$ cat config.mk
export PLATFORM = sky130hd
export DESIGN_NAME = sevenseg_scan
export DESIGN_NICKNAME = d
export VERILOG_FILES = /design/src/rtl/sevenseg_pkg.sv /design/src/rtl/sevenseg_hex7seg.sv /design/src/rtl/sevenseg_scan.sv
export SDC_FILE = /design/constraint.sdc
export NUM_CORES = 1
export LEC_CHECK = 0
export ABC_AREA = 1
export CAP_MARGIN = 30
export CORE_MARGIN = 3
export CORE_UTILIZATION = 61
export CTS_CLUSTER_SIZE = 30
export DETAILED_ROUTE_END_ITERATION = 12
export PLACE_DENSITY = 0.87
export SETUP_SLACK_MARGIN = 0.5
export SYNTH_ARGS = -nofsm -noshare
export SYNTH_HDL_FRONTEND = slang
export SYNTH_SLANG_ARGS = --single-unit
$ cat constraint.sdc
create_clock -name clk -period 3.5 [get_ports clk]
set_input_delay 0.35 -clock clk [delete_from_list [all_inputs] [get_ports clk]]
set_output_delay 0.35 -clock clk [all_outputs]
set_load 0.02 [all_outputs]
$ cat src/rtl/sevenseg_pkg.sv
// Shared constants and helpers for the multiplexed 7-segment scanner.
package sevenseg_pkg;

  // Segment patterns for hex digits 0..F, stored active-low, bit order {a,b,c,d,e,f,g}
  localparam logic [6:0] SEG_TABLE [16] = '{
    7'h01, 7'h4F, 7'h12, 7'h06, 7'h4C, 7'h24, 7'h20, 7'h0F,
    7'h00, 7'h04, 7'h08, 7'h60, 7'h31, 7'h42, 7'h30, 7'h38
  };

  // All segments dark, in the active-low storage convention
  localparam logic [6:0] SEG_OFF = 7'h7F;

  typedef enum logic [1:0] {
    ST_IDLE  = 2'd0,
    ST_BLANK = 2'd1,
    ST_SHOW  = 2'd2
  } scan_state_e;

  // Convert an active-low pattern to the board's pin polarity
  function automatic logic [6:0] seg_polarity(input logic [6:0] seg_al, input logic active_low);
    seg_polarity = active_low ? seg_al : ~seg_al;
  endfunction

endpackage

$ cat src/rtl/sevenseg_hex7seg.sv
// Combinational hex nibble to segment pattern lookup (active-low patterns).
module hex7seg
  import sevenseg_pkg::*;
(
  input  logic [3:0] nib_i,
  output logic [6:0] seg_o
);

  assign seg_o = SEG_TABLE[nib_i];

endmodule

$ cat src/rtl/sevenseg_scan.sv
// Time-multiplexed hex display driver: shadow register, slot FSM with
// anti-ghosting blank phase, leading-zero suppression, registered pin outputs.
module sevenseg_scan
  import sevenseg_pkg::*;
#(
  parameter int DIGITS         = 4,
  parameter int CLK_DIV        = 50000,
  parameter int BLANK_CYC      = 500,
  parameter int SEG_ACTIVE_LOW = 1,
  parameter int AN_ACTIVE_LOW  = 1,
  parameter int LZ_SUPPRESS    = 0,
  localparam int IDX_W         = (DIGITS > 1) ? $clog2(DIGITS) : 1
) (
  input  logic                  clk,
  input  logic                  rst_n,
  input  logic                  en_i,
  input  logic                  load_i,
  input  logic [4*DIGITS-1:0]   value_i,
  input  logic [DIGITS-1:0]     dp_i,
  output logic [6:0]            seg_o,
  output logic                  dp_o,
  output logic [DIGITS-1:0]     an_o,
  output logic [IDX_W-1:0]      idx_o
);

  localparam int CNT_W = (CLK_DIV > 1) ? $clog2(CLK_DIV) : 1;
  localparam logic [CNT_W-1:0] DIV_LAST   = CNT_W'(CLK_DIV - 1);
  localparam logic [CNT_W-1:0] BLANK_LAST = CNT_W'((BLANK_CYC > 0) ? BLANK_CYC - 1 : 0);
  localparam logic [IDX_W-1:0] IDX_LAST   = IDX_W'(DIGITS - 1);
  // With no blank phase a slot begins directly in SHOW
  localparam scan_state_e SLOT_START = (BLANK_CYC > 0) ? ST_BLANK : ST_SHOW;
  localparam logic SEG_AL = (SEG_ACTIVE_LOW != 0);
  localparam logic AN_AL  = (AN_ACTIVE_LOW != 0);
  localparam logic [6:0]        SEG_INACT = seg_polarity(SEG_OFF, SEG_AL);
  localparam logic              DP_INACT  = SEG_AL;
  localparam logic [DIGITS-1:0] AN_INACT  = {DIGITS{AN_AL}};

  scan_state_e          state_q, state_d;
  logic [CNT_W-1:0]     cnt_q, cnt_d;
  logic [IDX_W-1:0]     idx_q, idx_d;
  logic [4*DIGITS-1:0]  shadow_val_q;
  logic [DIGITS-1:0]    shadow_dp_q;
  logic [3:0]           dig_nib_q, dig_nib_d;
  logic                 dig_dp_q, dig_dp_d;
  logic                 dig_sup_q, dig_sup_d;
  logic                 slot_start_s;
  logic [DIGITS-1:0]    zero_from_s;
  logic [DIGITS-1:0]    onehot_s;
  logic [6:0]           hex_seg_s;
  logic [6:0]           seg_q, seg_d;
  logic                 dp_q, dp_d;
  logic [DIGITS-1:0]    an_q, an_d;
  logic [IDX_W-1:0]     idx_out_q, idx_out_d;

  // Capture the host value whenever load_i is high, regardless of scan state
  always_ff @(posedge clk or negedge rst_n) begin
    if (!rst_n) begin
      shadow_val_q <= '0;
      shadow_dp_q  <= '0;
    end else if (load_i) begin
      shadow_val_q <= value_i;
      shadow_dp_q  <= dp_i;
    end else begin
      shadow_val_q <= shadow_val_q;
      shadow_dp_q  <= shadow_dp_q;
    end
  end

  // Slot sequencing: blank phase, show phase, advance digit; en_i low forces IDLE
  always_comb begin
    state_d = state_q;
    cnt_d   = cnt_q;
    idx_d   = idx_q;
    if (!en_i) begin
      state_d = ST_IDLE;
      cnt_d   = '0;
      idx_d   = '0;
    end else begin
      case (state_q)
        ST_IDLE: begin
          state_d = SLOT_START;
          cnt_d   = '0;
          idx_d   = '0;
        end
        ST_BLANK: begin
          cnt_d = cnt_q + CNT_W'(1);
          if (cnt_q == BLANK_LAST) begin
            state_d = ST_SHOW;
          end else begin
            state_d = ST_BLANK;
          end
        end
        ST_SHOW: begin
          if (cnt_q == DIV_LAST) begin
            state_d = SLOT_START;
            cnt_d   = '0;
            idx_d   = (idx_q == IDX_LAST) ? '0 : idx_q + IDX_W'(1);
          end else begin
            state_d = ST_SHOW;
            cnt_d   = cnt_q + CNT_W'(1);
          end
        end
        default: begin
          state_d = ST_IDLE;
          cnt_d   = '0;
          idx_d   = '0;
        end
      endcase
    end
  end

  // FSM state, slot counter and digit index registers
  always_ff @(posedge clk or negedge rst_n) begin
    if (!rst_n) begin
      state_q <= ST_IDLE;
      cnt_q   <= '0;
      idx_q   <= '0;
    end else begin
      state_q <= state_d;
      cnt_q   <= cnt_d;
      idx_q   <= idx_d;
    end
  end

  // zero_from_s[i]: shadow nibbles i..DIGITS-1 are all zero
  always_comb begin
    zero_from_s = '0;
    for (int i = 0; i < DIGITS; i++) begin
      zero_from_s[i] = ((shadow_val_q >> (4 * i)) == '0);
    end
  end

  // Sample the digit for the upcoming slot so a mid-slot load cannot disturb it
  always_comb begin
    slot_start_s = (state_d != ST_IDLE) && (cnt_d == '0);
    dig_nib_d    = dig_nib_q;
    dig_dp_d     = dig_dp_q;
    dig_sup_d    = dig_sup_q;
    if (slot_start_s) begin
      dig_nib_d = shadow_val_q[{idx_d, 2'b00} +: 4];
      dig_dp_d  = shadow_dp_q[idx_d];
      dig_sup_d = (LZ_SUPPRESS != 0) && (idx_d != '0) && zero_from_s[idx_d];
    end else begin
      dig_nib_d = dig_nib_q;
    end
  end

  // Digit register D, held for the whole slot
  always_ff @(posedge clk or negedge rst_n) begin
    if (!rst_n) begin
      dig_nib_q <= 4'h0;
      dig_dp_q  <= 1'b0;
      dig_sup_q <= 1'b0;
    end else begin
      dig_nib_q <= dig_nib_d;
      dig_dp_q  <= dig_dp_d;
      dig_sup_q <= dig_sup_d;
    end
  end

  hex7seg u_hex7seg (
    .nib_i (dig_nib_q),
    .seg_o (hex_seg_s)
  );

  // Pin values for the next cycle; dark whenever disabled, idle or blanking
  always_comb begin
    seg_d     = SEG_INACT;
    dp_d      = DP_INACT;
    an_d      = AN_INACT;
    idx_out_d = '0;
    onehot_s  = '0;
    onehot_s[idx_q] = 1'b1;
    if (en_i && (state_q != ST_IDLE)) begin
      idx_out_d = idx_q;
      if (state_q == ST_SHOW) begin
        an_d = AN_AL ? ~onehot_s : onehot_s;
        if (dig_sup_q) begin
          seg_d = SEG_INACT;
          dp_d  = DP_INACT;
        end else begin
          seg_d = seg_polarity(hex_seg_s, SEG_AL);
          dp_d  = dig_dp_q ? ~DP_INACT : DP_INACT;
        end
      end else begin
        an_d = AN_INACT;
      end
    end else begin
      idx_out_d = '0;
    end
  end

  // Registered display pins
  always_ff @(posedge clk or negedge rst_n) begin
    if (!rst_n) begin
      seg_q     <= SEG_INACT;
      dp_q      <= DP_INACT;
      an_q      <= AN_INACT;
      idx_out_q <= '0;
    end else begin
      seg_q     <= seg_d;
      dp_q      <= dp_d;
      an_q      <= an_d;
      idx_out_q <= idx_out_d;
    end
  end

  assign seg_o = seg_q;
  assign dp_o  = dp_q;
  assign an_o  = an_q;
  assign idx_o = idx_out_q;

endmodule
==> metrics.txt <==
# TYPE chip_impl_metric gauge
chip_impl_metric{name="vias",unit=""} 3045
chip_impl_info{name="failed_checks",value="hold timing"} 1
chip_impl_metric{name="wl",unit="mm"} 7.46
chip_impl_metric{name="final_core_utilization",unit="%"} 77.5
chip_impl_info{name="timing.rr.end",value="dig_nib_q[3]$_DFFE_PN0P_"} 1
chip_impl_metric{name="grt_overflow_total",unit=""} 0
chip_impl_info{name="layout.cells.most_common",value="sky130_fd_sc_hd__nand2_1"} 1
chip_impl_metric{name="die_h",unit="um"} 80.5
chip_impl_metric{name="cellPowerDensity",unit="mW/mm^2"} 391
chip_impl_metric{name="setup_tns",unit="ps"} 0
chip_impl_metric{name="worst_r2r_path_depth",unit=""} 10
chip_impl_info{name="synth_top_cells_by_area",value="sky130_fd_sc_hd__dfrtp_1 (35%), sky130_fd_sc_hd__nand2_1 (14%), sky130_fd_sc_hd__dfstp_2 (9.3%)"} 1
chip_impl_metric{name="worst-path-max-fanout",unit=""} 17
chip_impl_metric{name="timing.final.hold_violations",unit=""} 6
chip_impl_metric{name="worst_skew_late_latency",unit="ps"} 330
chip_impl_metric{name="worst_ep_required_time",unit="ps"} 3730
chip_impl_metric{name="final.period_utilization",unit="%"} 75.9
chip_impl_metric{name="cap_violations",unit=""} 0
chip_impl_metric{name="wl_per_cell",unit="um"} 13.0
chip_impl_metric{name="synth-seq-area-share",unit="%"} 44.0
chip_impl_metric{name="synthesis.instances",unit=""} 458
chip_impl_metric{name="post_cts_buffers",unit=""} 0
chip_impl_metric{name="grt_usage",unit="%"} 24.6
chip_impl_metric{name="grt_start_max_net_pins",unit=""} 44
chip_impl_metric{name="die-width",unit="um"} 80.5
chip_impl_metric{name="synth-edff-count",unit=""} 0
chip_impl_info{name="synth_top_cell_by_area",value="sky130_fd_sc_hd__dfrtp_1"} 1
chip_impl_metric{name="worst_case_clock_buffer_depth",unit=""} 2
chip_impl_metric{name="detail_route.drc_violations",unit=""} 0
chip_impl_metric{name="tritoncts_num_sinks",unit=""} 59
chip_impl_metric{name="endpoints_failing_setup",unit=""} 0
chip_impl_metric{name="synth-async-reset-ratio",unit="%"} 100
chip_impl_metric{name="via_count_of_the_first_global_routing_pass",unit=""} 2877
chip_impl_metric{name="timing_worst_slew_pin_value",unit="ps"} 531
chip_impl_metric{name="place.detailed.hpwl",unit="mm"} 5.40
chip_impl_metric{name="final_nets",unit=""} 537
chip_impl_metric{name="cells_resized_by_post_cts_repair",unit=""} 0
chip_impl_info{name="globalRoute.busiestLayer",value="met2"} 1
chip_impl_metric{name="num_rows",unit=""} 26
chip_impl_info{name="synthFlopType",value="sky130_fd_sc_hd__dfrtp_1"} 1
chip_impl_metric{name="fmaxAchievable",unit="MHz"} 376
chip_impl_info{name="timing.critical_path.to_type",value="flop"} 1
chip_impl_metric{name="met2_usage",unit="%"} 42.5
chip_impl_metric{name="layout_stage_area_growth_over_the_synthesis_result",unit="%"} 19.7
chip_impl_metric{name="relative_slew_slack",unit="%"} 64.6
chip_impl_metric{name="starting_density",unit="%"} 64.7
chip_impl_info{name="root_buffer",value="sky130_fd_sc_hd__clkbuf_8"} 1
chip_impl_metric{name="holdWs",unit="ps"} -11.4
chip_impl_metric{name="register_area",unit="sq mm"} 0.00149
chip_impl_metric{name="drt_pass1_iterations",unit=""} 5
chip_impl_info{name="worst_setup_path_start_kind",value="flop"} 1
chip_impl_metric{name="pre_cts_slack",unit="ps"} 853
chip_impl_metric{name="cts_hold_buffers",unit=""} 0
chip_impl_metric{name="antenna_diodes",unit=""} 0
chip_impl_metric{name="drtIter0Drc",unit=""} 299
chip_impl_metric{name="post_route_minimum_period",unit="ps"} 2660
chip_impl_metric{name="irDropWorstVdd",unit="uV"} 354
chip_impl_metric{name="n_fill_cell",unit=""} 367
chip_impl_metric{name="core_region_area",unit="sq mm"} 0.00524
chip_impl_metric{name="mappedNetlistArea",unit="sq mm"} 0.00339
chip_impl_info{name="hold_class",value="primary input to asynchronous set/reset pin"} 1
chip_impl_metric{name="setup.reg_to_reg.worst_slack",unit="ps"} 840
chip_impl_info{name="reg2reg_from",value="state_q[0]$_DFF_PN0_"} 1
chip_impl_metric{name="p_leak",unit="nW"} 2.10
chip_impl_metric{name="final.setup.worst_slack",unit="ps"} 844
chip_impl_metric{name="synthesis.nets",unit=""} 497
chip_impl_metric{name="clkSlewWorstSetupHoldPaths",unit="ps"} 70
chip_impl_metric{name="grt_antenna_before_repair",unit=""} 0
chip_impl_metric{name="cp_data_arrival_time",unit="ps"} 2880
chip_impl_metric{name="synth_largest_type_area_fraction",unit="%"} 34.7
chip_impl_metric{name="final_layout_size_suffix_gt1_share",unit="%"} 8.55
chip_impl_metric{name="i_o_pin_total",unit=""} 38
chip_impl_info{name="timing.setup.critical_path_class",value="flop to flop"} 1
chip_impl_info{name="rsz0062_at_grt",value="false"} 1
chip_impl_metric{name="gr_met1_demand_resource",unit="%"} 30.5
chip_impl_metric{name="ctsHtreeMaxLevel",unit=""} 3
chip_impl_metric{name="postRouteAntennaNets",unit=""} 0
chip_impl_metric{name="postSynthAreaPerCell",unit="sq um"} 7.40
chip_impl_metric{name="grtUsageMet3",unit="%"} 5.94
chip_impl_metric{name="multi_input_area",unit="sq mm"} 0.00156
chip_impl_metric{name="yosysUniqueCellTypes",unit=""} 32
chip_impl_metric{name="finalWeightedCongestion",unit=""} 0.963
chip_impl_info{name="tritoncts",value="done"} 1
chip_impl_metric{name="power.total",unit="W"} 0.00159
chip_impl_metric{name="vias_per_cell",unit=""} 5.31
chip_impl_info{name="final_cell_mix",value="sky130_fd_sc_hd__nand2_1 (123), sky130_fd_sc_hd__inv_1 (73), sky130_fd_sc_hd__nand3_1 (60)"} 1
chip_impl_metric{name="slew_violations",unit=""} 0
chip_impl_metric{name="fin_worst_skew",unit="ps"} 9.45
chip_impl_info{name="status",value="finished, violations left"} 1
chip_impl_metric{name="die_area",unit="sq mm"} 0.00649
chip_impl_metric{name="place.port_buffers",unit=""} 37
chip_impl_metric{name="grt_pass1_wl",unit="mm"} 12.3
chip_impl_metric{name="synth.ff_latch_count",unit=""} 59
chip_impl_metric{name="synthesis.yosys.warnings",unit=""} 0
chip_impl_metric{name="cts_inserted_buffers",unit=""} 9
synth_stat cells (2+ instances only):
library cell / number
sky130_fd_sc_hd__nand2_1: 123
sky130_fd_sc_hd__nand4_1: 5
sky130_fd_sc_hd__ha_1: 15
sky130_fd_sc_hd__clkinv_1: 2
sky130_fd_sc_hd__nand2_2: 2
sky130_fd_sc_hd__o21ai_0: 30
sky130_fd_sc_hd__o211ai_1: 3
sky130_fd_sc_hd__o311ai_0: 2
sky130_fd_sc_hd__nor2_1: 46
sky130_fd_sc_hd__nor2_2: 3
sky130_fd_sc_hd__clkbuf_1: 6
sky130_fd_sc_hd__nand3_1: 60
sky130_fd_sc_hd__a21oi_1: 7
sky130_fd_sc_hd__inv_1: 73
sky130_fd_sc_hd__dfstp_2: 12
sky130_fd_sc_hd__o21bai_1: 2
sky130_fd_sc_hd__nand2_4: 3
sky130_fd_sc_hd__nor2_4: 2
sky130_fd_sc_hd__buf_2: 3
sky130_fd_sc_hd__dfrtp_1: 47
worst max-delay path: stages, from the launching register on:
cell,delay (ps)
sky130_fd_sc_hd__dfrtp_1,380
sky130_fd_sc_hd__inv_1,70
sky130_fd_sc_hd__ha_1,290
sky130_fd_sc_hd__nand2_1,350
sky130_fd_sc_hd__clkinv_1,520
sky130_fd_sc_hd__nand3_1,510
sky130_fd_sc_hd__nand2_1,130
sky130_fd_sc_hd__nand3_1,90
sky130_fd_sc_hd__nand2_1,70
sky130_fd_sc_hd__nand3_1,80
sky130_fd_sc_hd__nand2_1,50
state kept, by name (all words and copies together) (netlist names):
register and flops:
cnt_q 16, an_o 4, idx_o 2, idx_q 2
dp_o 1, dig_dp_q 1, seg_o 7, shadow_val_q 16
dig_nib_q 4, shadow_dp_q 4, state_q 2
through the flow:
stage | hold slack (ps) | instance area (sq um) | std cells
2_1_floorplan | 54.4 | 3390 | 458
3_3_place_gp | 419 | 3800 | 555
3_5_place_dp | 417 | 3800 | 555
4_1_cts | 190 | 4010 | 571
5_1_grt | 24.9 | 4060 | 573
6_report | -11.4 | 4060 | 573
worst max-delay path by stage:
stage,startpoint,endpoint,slack (ps),depth (start not counted)
2_1_floorplan,cnt_q[0]$_DFF_PN0_,dig_nib_q[2]$_DFFE_PN0P_,1670,13
3_3_place_gp,en_i,dig_nib_q[2]$_DFFE_PN0P_,950,9
3_5_place_dp,en_i,dig_nib_q[3]$_DFFE_PN0P_,850,9
4_1_cts,state_q[0]$_DFF_PN0_,dig_nib_q[3]$_DFFE_PN0P_,900,10
5_1_grt,state_q[0]$_DFF_PN0_,dig_nib_q[3]$_DFFE_PN0P_,670,10
6_report,state_q[0]$_DFF_PN0_,dig_nib_q[3]$_DFFE_PN0P_,840,10
area by class of cell:
| cell class | instances | share of cell area (%) |
|---|---|---|
| tap | 70 | 2.16 |
| inverter | 76 | 7.03 |
| sequential | 59 | 36.7 |
| multi-input combinational | 312 | 38.4 |
| clock buffer | 11 | 3.24 |
| clock inverter | 5 | 1.91 |
| timing repair buffer | 40 | 10.5 |
logic make-up after synthesis:
kind of cell	share of synthesized area, %
buffers and inverters	9.97
and+or+nand+nor	32.5
xor gates and xnor gates	0.258
adders and majority gates	5.54
DFF	44.0
AOI/OAI and AO/OA	7.75
where the power goes:
part | internal, W | total [W] | switching (W)
clock network | 0.000399 | 0.000659 | 0.000260
registers | 0.000715 | 0.000742 | 0.0000270
logic | 0.0000726 | 0.000185 | 0.000112
total | 0.00119 | 0.00159 | 0.000399
layer usage:
layer / vias to the layer above / part of all wire [%]
li1: 1514 / -
met1: 1387 / 45
met2: 126 / 47
met3: 18 / 6.0
met4: 0 / 1.9
met5: - / 0
No activity file was read; power rests on OpenSTA's default activity.
